--- src/rtl/tx_framer_pkg.sv ---
// Shared types and constants for the TX burst framer.
// Define TX_BURST_FRAMER_CRC_EN to add the CRC-16 trailer word and its state.
package tx_framer_pkg;

    localparam logic [15:0] CRC_POLY              = 16'h1021;
    localparam logic [15:0] CRC_INIT              = 16'hFFFF;
    localparam logic [31:0] DEFAULT_PREAMBLE_WORD = 32'h7FFF_8001;

    typedef enum logic [2:0] {
        ST_IDLE,
        ST_PREAMBLE,
        ST_PAYLOAD,
`ifdef TX_BURST_FRAMER_CRC_EN
        ST_CRC,
`endif
        ST_GUARD
    } state_t;

`ifdef TX_BURST_FRAMER_CRC_EN
    // CRC-16-CCITT advanced over one 32-bit word, most significant bit first.
    function automatic logic [15:0] crc16_word(input logic [15:0] crc_in, input logic [31:0] data);
        logic [15:0] crc;
        crc = crc_in;
        for (int i = 31; i >= 0; i--) begin
            if (crc[15] ^ data[i]) begin
                crc = {crc[14:0], 1'b0} ^ CRC_POLY;
            end else begin
                crc = {crc[14:0], 1'b0};
            end
        end
        return crc;
    endfunction
`endif

endpackage

--- src/rtl/sync_fifo.sv ---
// Single-clock FIFO on an inferred RAM; rd_data always presents the current head
// one cycle after it is written, with a bypass when the head slot is written.
module sync_fifo #(
    parameter int WIDTH = 32,
    parameter int DEPTH = 64,
    localparam int AW = $clog2(DEPTH),
    localparam int CW = AW + 1
) (
    input  logic             clk,
    input  logic             reset,
    input  logic             wr_en,
    input  logic [WIDTH-1:0] wr_data,
    input  logic             rd_en,
    output logic [WIDTH-1:0] rd_data,
    output logic             full,
    output logic             empty,
    output logic [CW-1:0]    count
);

    logic [WIDTH-1:0] mem [DEPTH];
    logic [AW-1:0]    wr_ptr_q, wr_ptr_d;
    logic [AW-1:0]    rd_ptr_q, rd_ptr_d;
    logic [CW-1:0]    count_q, count_d;
    logic [WIDTH-1:0] head_q;
    logic             push, pop;

    assign full    = (count_q == CW'(DEPTH));
    assign empty   = (count_q == '0);
    assign count   = count_q;
    assign rd_data = head_q;
    assign push    = wr_en && !full;
    assign pop     = rd_en && !empty;

    always_comb begin
        wr_ptr_d = wr_ptr_q;
        rd_ptr_d = rd_ptr_q;
        count_d  = count_q;
        if (push) begin
            wr_ptr_d = wr_ptr_q + 1'b1;
        end
        if (pop) begin
            rd_ptr_d = rd_ptr_q + 1'b1;
        end
        if (push && !pop) begin
            count_d = count_q + 1'b1;
        end else if (pop && !push) begin
            count_d = count_q - 1'b1;
        end
    end

    always_ff @(posedge clk) begin
        if (reset) begin
            wr_ptr_q <= '0;
            rd_ptr_q <= '0;
            count_q  <= '0;
        end else begin
            wr_ptr_q <= wr_ptr_d;
            rd_ptr_q <= rd_ptr_d;
            count_q  <= count_d;
        end
    end

    // Read address is the next head so the registered output tracks pops without a bubble.
    always_ff @(posedge clk) begin
        if (push) begin
            mem[wr_ptr_q] <= wr_data;
        end
        if (push && (wr_ptr_q == rd_ptr_d)) begin
            head_q <= wr_data;
        end else begin
            head_q <= mem[rd_ptr_d];
        end
    end

endmodule

--- src/rtl/tx_burst_framer.sv ---
// Frames buffered I/Q samples into preamble + payload (+ CRC) + guard bursts.
// Optional CRC trailer enabled by defining TX_BURST_FRAMER_CRC_EN.
module tx_burst_framer
    import tx_framer_pkg::*;
#(
    parameter int          PREAMBLE_LEN  = 8,
    parameter int          PAYLOAD_LEN   = 32,
    parameter int          GUARD_LEN     = 4,
    parameter int          FIFO_DEPTH    = 64,
    parameter logic [31:0] PREAMBLE_WORD = DEFAULT_PREAMBLE_WORD
) (
    input  logic        clk,
    input  logic        reset,
    input  logic [31:0] in_iq,
    input  logic        in_valid,
    output logic        in_ready,
    output logic [31:0] out_iq,
    output logic        out_valid,
    input  logic        out_ready,
    output logic        out_sof,
    output logic        out_eof,
    output logic [15:0] burst_count
);

    localparam int          CW        = $clog2(FIFO_DEPTH) + 1;
    localparam logic [CW-1:0] PAY_THRESH = CW'(PAYLOAD_LEN);
    localparam logic [15:0] PRE_LAST  = 16'(PREAMBLE_LEN - 1);
    localparam logic [15:0] PAY_LAST  = 16'(PAYLOAD_LEN - 1);
    localparam logic [15:0] GRD_LAST  = 16'(GUARD_LEN - 1);

    state_t        state_q, state_d;
    logic [15:0]   cnt_q, cnt_d;
    logic [31:0]   out_iq_q, out_iq_d;
    logic          out_valid_q, out_valid_d;
    logic          out_sof_q, out_sof_d;
    logic          out_eof_q, out_eof_d;
    logic [15:0]   burst_count_q, burst_count_d;
`ifdef TX_BURST_FRAMER_CRC_EN
    logic [15:0]   crc_q, crc_d;
`endif

    logic          fifo_full, fifo_empty, fifo_pop;
    logic [31:0]   fifo_rd_data;
    logic [CW-1:0] fifo_count;
    logic          load, take_sample, enter_tail;

    sync_fifo #(.WIDTH(32), .DEPTH(FIFO_DEPTH)) u_fifo (
        .clk     (clk),
        .reset   (reset),
        .wr_en   (in_valid),
        .wr_data (in_iq),
        .rd_en   (fifo_pop),
        .rd_data (fifo_rd_data),
        .full    (fifo_full),
        .empty   (fifo_empty),
        .count   (fifo_count)
    );

    assign in_ready    = !fifo_full;
    assign out_iq      = out_iq_q;
    assign out_valid   = out_valid_q;
    assign out_sof     = out_sof_q;
    assign out_eof     = out_eof_q;
    assign burst_count = burst_count_q;

    // The output register is refilled whenever it is empty or its word is being taken.
    assign load = !out_valid_q || out_ready;

    always_comb begin
        state_d       = state_q;
        cnt_d         = cnt_q;
        out_iq_d      = out_iq_q;
        out_valid_d   = out_valid_q;
        out_sof_d     = out_sof_q;
        out_eof_d     = out_eof_q;
        burst_count_d = burst_count_q;
`ifdef TX_BURST_FRAMER_CRC_EN
        crc_d         = crc_q;
`endif
        fifo_pop      = 1'b0;
        take_sample   = 1'b0;
        enter_tail    = 1'b0;

        if (out_valid_q && out_ready && out_eof_q) begin
            burst_count_d = burst_count_q + 16'd1;
        end

        if (load) begin
            out_valid_d = 1'b1;
            out_sof_d   = 1'b0;
            out_eof_d   = 1'b0;
            out_iq_d    = '0;
            unique case (state_q)
                ST_IDLE: begin
                    if (!fifo_empty && (fifo_count >= PAY_THRESH)) begin
                        state_d   = ST_PREAMBLE;
                        cnt_d     = '0;
                        out_iq_d  = PREAMBLE_WORD;
                        out_sof_d = 1'b1;
`ifdef TX_BURST_FRAMER_CRC_EN
                        crc_d     = CRC_INIT;
`endif
                    end else begin
                        out_valid_d = 1'b0;
                    end
                end
                ST_PREAMBLE: begin
                    if (cnt_q == PRE_LAST) begin
                        state_d     = ST_PAYLOAD;
                        cnt_d       = '0;
                        take_sample = 1'b1;
                    end else begin
                        cnt_d    = cnt_q + 16'd1;
                        out_iq_d = cnt_d[0] ? ~PREAMBLE_WORD : PREAMBLE_WORD;
                    end
                end
                ST_PAYLOAD: begin
                    if (cnt_q == PAY_LAST) begin
`ifdef TX_BURST_FRAMER_CRC_EN
                        state_d   = ST_CRC;
                        out_iq_d  = {crc_q, 16'h0000};
                        out_eof_d = 1'b1;
`else
                        enter_tail = 1'b1;
`endif
                    end else begin
                        cnt_d       = cnt_q + 16'd1;
                        take_sample = 1'b1;
                    end
                end
`ifdef TX_BURST_FRAMER_CRC_EN
                ST_CRC: begin
                    enter_tail = 1'b1;
                end
`endif
                ST_GUARD: begin
                    if (cnt_q == GRD_LAST) begin
                        state_d     = ST_IDLE;
                        out_valid_d = 1'b0;
                    end else begin
                        cnt_d = cnt_q + 16'd1;
                    end
                end
                default: begin
                    state_d     = ST_IDLE;
                    out_valid_d = 1'b0;
                end
            endcase

            if (take_sample) begin
                fifo_pop = 1'b1;
                out_iq_d = fifo_rd_data;
`ifdef TX_BURST_FRAMER_CRC_EN
                crc_d     = crc16_word(crc_q, fifo_rd_data);
`else
                out_eof_d = (cnt_d == PAY_LAST);
`endif
            end

            if (enter_tail) begin
                cnt_d = '0;
                if (GUARD_LEN == 0) begin
                    state_d     = ST_IDLE;
                    out_valid_d = 1'b0;
                end else begin
                    state_d = ST_GUARD;
                end
            end
        end
    end

    always_ff @(posedge clk) begin
        if (reset) begin
            state_q       <= ST_IDLE;
            cnt_q         <= '0;
            out_iq_q      <= '0;
            out_valid_q   <= 1'b0;
            out_sof_q     <= 1'b0;
            out_eof_q     <= 1'b0;
            burst_count_q <= '0;
`ifdef TX_BURST_FRAMER_CRC_EN
            crc_q         <= CRC_INIT;
`endif
        end else begin
            state_q       <= state_d;
            cnt_q         <= cnt_d;
            out_iq_q      <= out_iq_d;
            out_valid_q   <= out_valid_d;
            out_sof_q     <= out_sof_d;
            out_eof_q     <= out_eof_d;
            burst_count_q <= burst_count_d;
`ifdef TX_BURST_FRAMER_CRC_EN
            crc_q         <= crc_d;
`endif
        end
    end

endmodule

--- config.mk ---
export PLATFORM = sky130hd
export DESIGN_NAME = tx_burst_framer
export DESIGN_NICKNAME = d
export VERILOG_FILES = /design/src/rtl/tx_framer_pkg.sv /design/src/rtl/sync_fifo.sv /design/src/rtl/tx_burst_framer.sv
export SDC_FILE = /design/constraint.sdc
export NUM_CORES = 2
export LEC_CHECK = 0
export BUFFER_PORTS_ARGS = -buffer_cell sky130_fd_sc_hd__buf_4
export CORE_MARGIN = 2
export CORE_UTILIZATION = 50
export DETAILED_ROUTE_END_ITERATION = 8
export PLACE_DENSITY = 0.68
export SYNTH_ARGS = -nofsm -noshare
export SYNTH_HDL_FRONTEND = slang
export SYNTH_SLANG_ARGS = --single-unit
--- constraint.sdc ---
create_clock -name clk -period 5.1 [get_ports clk]
set_clock_uncertainty 0.05 [all_clocks]
set_input_delay 0.51 -clock clk [delete_from_list [all_inputs] [get_ports clk]]
set_output_delay 0.51 -clock clk [all_outputs]
set_load 0.02 [all_outputs]
Word-level counts from Yosys, hierarchy flattened
Memories as Yosys holds them, arrays and structs flattened. A register that Yosys moved wholly into a read port is not among the register bits.
Cells that the tools add are included.
{"block": "word_totals", "out_inout_bits": 52, "input_bits": 36, "regBits": 89, "ram_bits": 2048, "n_memories": 1, "word_cells": 84}
{"memory": "u_fifo.mem", "depth": 64, "width": 32, "read_ports": 1, "rd_ports_with_merged_regs": 1, "wr": 1, "line": "sync_fifo.sv:20", "source": "logic [WIDTH-1:0] mem [DEPTH];"}
{"block": "op_classes", "muxes": 36, "n_reduce_logical": 18, "n_lt_le_gt_ge": 1, "eq_ne": 12, "add_sub_neg": 6}
{"operator": "$mux 16", "n": 6}
{"operator": "$mux 32", "n": 3}
{"operator": "$pmux 16 s4", "n": 1}
{"operator": "$pmux 32 s2", "n": 1}
{"operator": "$add 16x1->16 const B", "n": 2}
{"operator": "$eq 16x5->1 const B", "n": 2}
{"operator": "$mux 31", "n": 1}
{"operator": "$eq 16x2->1 const B", "n": 1}
{"operator": "$eq 16x3->1 const B", "n": 1}
{"operator": "$mux 1", "n": 14}
{"operator": "$mux 7", "n": 2}
{"operator": "$add 6x1->6 const B", "n": 2}
{"operator": "$mux 3", "n": 4}
{"operator": "$pmux 3 s4", "n": 1}
{"operator": "$ne 3x3->1 const B", "n": 3}
{"operator": "$add 7x1->7 const B", "n": 1}
{"operator": "$eq 7x7->1 const B", "n": 1}
{"operator": "$ge 7x6->1 const B", "n": 1}
{"operator": "$logic_and 1x1->1", "n": 7}
{"operator": "$logic_not 7->1", "n": 1}
{"operator": "$sub 7x1->7 const B", "n": 1}
{"operator": "$eq 3x2->1 const B", "n": 2}
{"operator": "$mux 6", "n": 1}
{"operator": "$logic_not 1->1", "n": 5}
{"operator": "9 further kinds", "n": 9}

Logic depth before layout (Yosys ltp)
{"block": "logic_depth", "word_depth": 10, "ltp_mapped": 20, "ltp_nobuf": 18}

Cells and area by module
From an unflattened synthesis, not the netlist that was laid out.
{"block": "unflattened", "hier_cells": 3871, "area_unflattened_um2": 82691.8}
{"mod": "sync_fifo", "n_inst": 1, "area_per_inst_um2": 79182.2, "cells_per_inst": 3434}
{"mod": "tx_burst_framer", "n_inst": 1, "area_per_inst_um2": 3509.6, "cells_per_inst": 437}

Worst setup path after synthesis
No wires, ideal clock.
{"block": "synth_path", "kind": "flip-flop to flip-flop", "from": "reg cnt_q[1]", "to": "reg u_fifo.count_q[6], in the netlist u_fifo.count[6]", "t_required_ns": 4.979, "stages_incl_launch_ff": 19, "arrival_ns": 3.761, "synth_period_minus_slack_ns": 3.882, "slack_ns": 1.218, "path_buffers": 1, "setup_time_ns": 0.071, "path_cell_list": "dfxtp_1 > ha_1 > and4_2 > nand4_2 > and2_2 > o211a_1 > clkbuf_1 > and2_1 > inv_1 > ha_1 > inv_1 > fa_1 > a21o_1 > a21oi_1 > o21bai_1 > a21oi_1 > xnor2_1 > or3_1 > a21oi_1"}
{"block": "synth_via", "elab_chain_len": 10}
{"item": "from (decl)", "line": "tx_burst_framer.sv:32", "source": "logic [15:0] cnt_q, cnt_d;"}
{"item": "from (signal assigned)", "line": "tx_burst_framer.sv:186", "source": "cnt_q <= cnt_d;"}
{"item": "$eq 16x5->1 / $eq 16x3->1 (equally long branches)", "line": "tx_burst_framer.sv:118, tx_burst_framer.sv:108"}
{"item": "$mux 1 (on tied branches)", "line": "tx_burst_framer.sv:118, tx_burst_framer.sv:108"}
{"item": "$pmux 1 s2 *", "line": "tx_burst_framer.sv:93", "source": "unique case (state_q)"}
{"item": "$mux 1 *", "line": "tx_burst_framer.sv:88", "source": "if (load) begin"}
{"item": "$mux 1 *", "line": "tx_burst_framer.sv:150", "source": "if (take_sample) begin"}
{"item": "$mux 1 *", "line": "tx_burst_framer.sv:88"}
{"item": "$logic_and 1x1->1 *", "line": "sync_fifo.sv:32", "source": "assign pop = rd_en && !empty;"}
{"item": "$logic_not 1->1", "line": "sync_fifo.sv:44", "source": "if (push && !pop) begin"}
{"item": "$logic_and 1x1->1", "line": "sync_fifo.sv:44"}
{"item": "$mux 7 / $reduce_bool 2->1 (equally long branches)"}
{"item": "to (signal assigned)", "line": "sync_fifo.sv:59", "source": "count_q <= count_d;"}
{"item": "to (decl)", "line": "sync_fifo.sv:23", "source": "logic [CW-1:0] count_q, count_d;"}
Mark *: on every way between the ends. The rest lies on a longest branch, timed or not. The select of a mux whose other input is x is not followed.
A chain may end at the register's enable or synchronous reset.

Worst setup path after layout
{"block": "layout_path", "from": "reg cnt_q[0]", "to": "reg u_fifo.count_q[6], in the netlist u_fifo.count[6]"}
Same word-level chain as after synthesis.

==> impl_metrics.yaml <==
sta:
  period_needed_ns: 4.37
  setup_viol: 0
  rsz0062_at_grt: "no"
  final_max_slew_viol_count: 0
  hold_violations: 0
  tns_ns: 0
  worst_slew_pin_slew_ns: 1.16
  relSlewSlack: 0.223
  timing.fmax_ghz: 0.229
  finalCritPeriodShare: 0.857
yosys:
  ys_seq_elements: 2142
  synth_top_cells_by_area: "edfxtp_1 (75%), mux4_2 (18%), dfxtp_1 (2.3%)"
  synth_edf_count: 2048
  synth-async-reset-ratio: 0
  yosysMostFrequentCell: "edfxtp_1"
  ys_warn_count: 0
  netlist.area_leader.share: 0.746
  seq_area_frac_synth: 0.769
  netlist-cell-type-count: 66
  synth_ff_type: "edfxtp_1"
  syn-num-nets: 3610
  syn_inst: 3557
  syn_area_um2: 82400
  synth_top_cells_by_count: "edfxtp_1 (2048), mux4_2 (668), nor2_1 (130)"
  postSynthAreaPerCell_um2: 23.2
  yosys.area.top_type: "edfxtp_1"
worst_setup_path:
  slowest_stage: "dfxtp_1"
  critPathKind: "flip-flop to flip-flop"
  critPathMaxFanout: 10
  worst_path_most_repeated_cell: "a21oi_1"
  max_stage_delay_ns: 0.51
  endpoint_kind: "flip-flop"
  startpoint_type: "flip-flop"
  path_cells: "ha_1, and4_2, nand4_2, and2_2, o211a_1, and2_1, inv_1, ha_1, inv_1, fa_1, a21o_1, a21oi_1, o21bai_1, a21oi_1, xnor2_1, or3_1, a21oi_1"
  crit_arrival_ns: 5.10
  cp.required_ns: 5.83
clocking:
  cts_resized: 0
  numCtsBuffers: 209
  clock-sinks: 2142
  ctsHoldBuffers: 1
  cts_tree: "done"
  h-tree-depth: 4
  clockBufferDepth: 3
  clkLatencyLatePin_ns: 0.85
  postCtsSetupRepairBufs: 0
  clk_root_buffer_cell: "clkbuf_16"
  path_clk_slew_ns: 0.06
cells_and_area:
  register_area_um2: 63400
  fin_util: 0.574
  final_nets: 3830
  area_delta_synth_final_pct: 13.6
  fill_cells: 11500
  drive_gt1_frac: 0.323
  multiInputGateArea_um2: 18600
  fin_cells: 6125
route:
  finalWirelength_um: 194000
  via_count: 38800
  post-route-drc-count: 0
  drtPass1Iterations: 5
  wire_per_inst_um: 31.6
  ant_nets: 0
  drt-initial-drc-count: 4941
  vias_per_cell: 6.33
flow_run:
  cap_violations: 0
worst_hold_path:
  hold_class: "primary input to flip-flop"
power_and_ir_drop:
  vdd_drop_max_mv: 0.435
  leakage_nw: 28.1
  power_density_nw_per_um2: 428
grt:
  grt-ovfl-total: 0
  grt_pass1_wl_um: 279000
  grt_pass1_vias: 38700
  grt_start_max_net_pins: 83
  grtUsageTotal: 0.232
  antenna_found_initial: 15
placed_design:
  placed_cells: 5740
  hpwl_um: 108000
  gp_congestion: 0.853
  port_buffers: 87
floorplanning:
  coreArea_um2: 163000
  io_pins: 88
  die_width_um: 410
  die-area_um2: 168000
  initial_core_util: 0.505
  fp-row-count: 148
  die_h_um: 410
run_status:
  status: "finished, final reports clean"
path summary, 6_finish.rpt:
| check | from | slack [ns] | cells after the start | end |
|---|---|---|---|---|
| hold reg to reg | u_fifo.rd_ptr_q[5] | 0.39 | 1 | flip-flop |
| setup / recovery | cnt_q[0] | 0.73 | 17 | u_fifo.count[6] |
| setup reg to reg | cnt_q[0] | 0.73 | 17 | u_fifo.count[6] |
| hold / removal | in_iq[25] | 0.15 | 1 | u_fifo.mem[47][25] |
through the flow:
step / area (um2) / hold WS, ns / power [mW] / setup slack [ns]
global placement: 86700 / 0.371 / 25.0 / 0.850
detailed placement: 86700 / 0.373 / 25.0 / 0.792
floorplan: 82400 / 0.370 / 23.3 / 1.22
finish: 93600 / 0.151 / 40.1 / 0.731
global route: 93600 / 0.153 / 41.3 / 0.354
CTS: 93600 / 0.102 / 40.3 / 0.770
power by group:
part	total, mW	leakage, nW	switching [mW]	internal (mW)
registers	19.7	19.2	0.206	19.5
clock network	15.4	3.38	6.51	8.92
logic	4.89	5.49	2.65	2.23
area by class of cell:
cell class | count | area share
Multi-Input combinational cell | 1202 | 0.199
Clock buffer | 267 | 0.0606
Sequential cell | 2142 | 0.677
Tap cell | 2175 | 0.0291
Antenna cell | 3 | 0.0000802
Clock inverter | 114 | 0.0133
Inverter | 11 | 0.000441
Timing Repair Buffer | 211 | 0.0206
state kept, by name, summed over array words and instances (netlist names), named ones only:
signal           cells
out_sof              1
u_fifo.mem        2048
burst_count         16
cnt_q               16
out_eof              1
u_fifo.wr_ptr_q      6
out_valid            1
state_q              2
u_fifo.count         7
u_fifo.rd_ptr_q      6
out_iq              32
cell families (layout without fill, tap and decap cells):
kind of cell / Yosys count / after routing / share of synthesized area
XOR/XNOR: 28 / 28 / 0.00298
other: 0 / 3 / 0
adder cells (fa/ha/maj): 17 / 17 / 0.00267
buffers and inverters: 213 / 603 / 0.0107
multiplexers: 681 / 681 / 0.184
AO/OA/AOI/OAI: 132 / 132 / 0.0103
flip-flops: 2142 / 2142 / 0.769
AND/OR/NAND/NOR: 344 / 344 / 0.0199
critical path, delay by kind of cell, from the launching register on:
family,cells,cell delay (ns)
adders and majority gates,3,0.96
and+or+nand+nor,5,1.31
DFF,1,0.51
xor gates and xnor gates,1,0.10
buffers and inverters,2,0.30
AOI/OAI and AO/OA,6,1.07
per-layer routing:
| layer | share of wire | global-route usage |
|---|---|---|
| met1 | 0.41 | 0.340 |
| met2 | 0.49 | 0.367 |
| met3 | 0.088 | 0.0469 |
| met4 | 0.017 | 0.0506 |
| met5 | 0.00010 | 0 |
layout by cell type (no fill, tap or decap), types with 32 or more instances in the layout:
cell / netlist / routed
a21oi_1: 37 / 37
edfxtp_1: 2048 / 2048
clkbuf_1: 111 / 40
clkinv_2: 0 / 35
clkbuf_16: 0 / 213
dfxtp_1: 94 / 88
nor2_1: 130 / 66
clkinv_1: 0 / 38
mux4_2: 668 / 668
nand2_1: 102 / 102
nor2_4: 0 / 64
buf_4: 5 / 183
a31oi_1: 32 / 32
No activity file was read; power rests on OpenSTA's default activity.
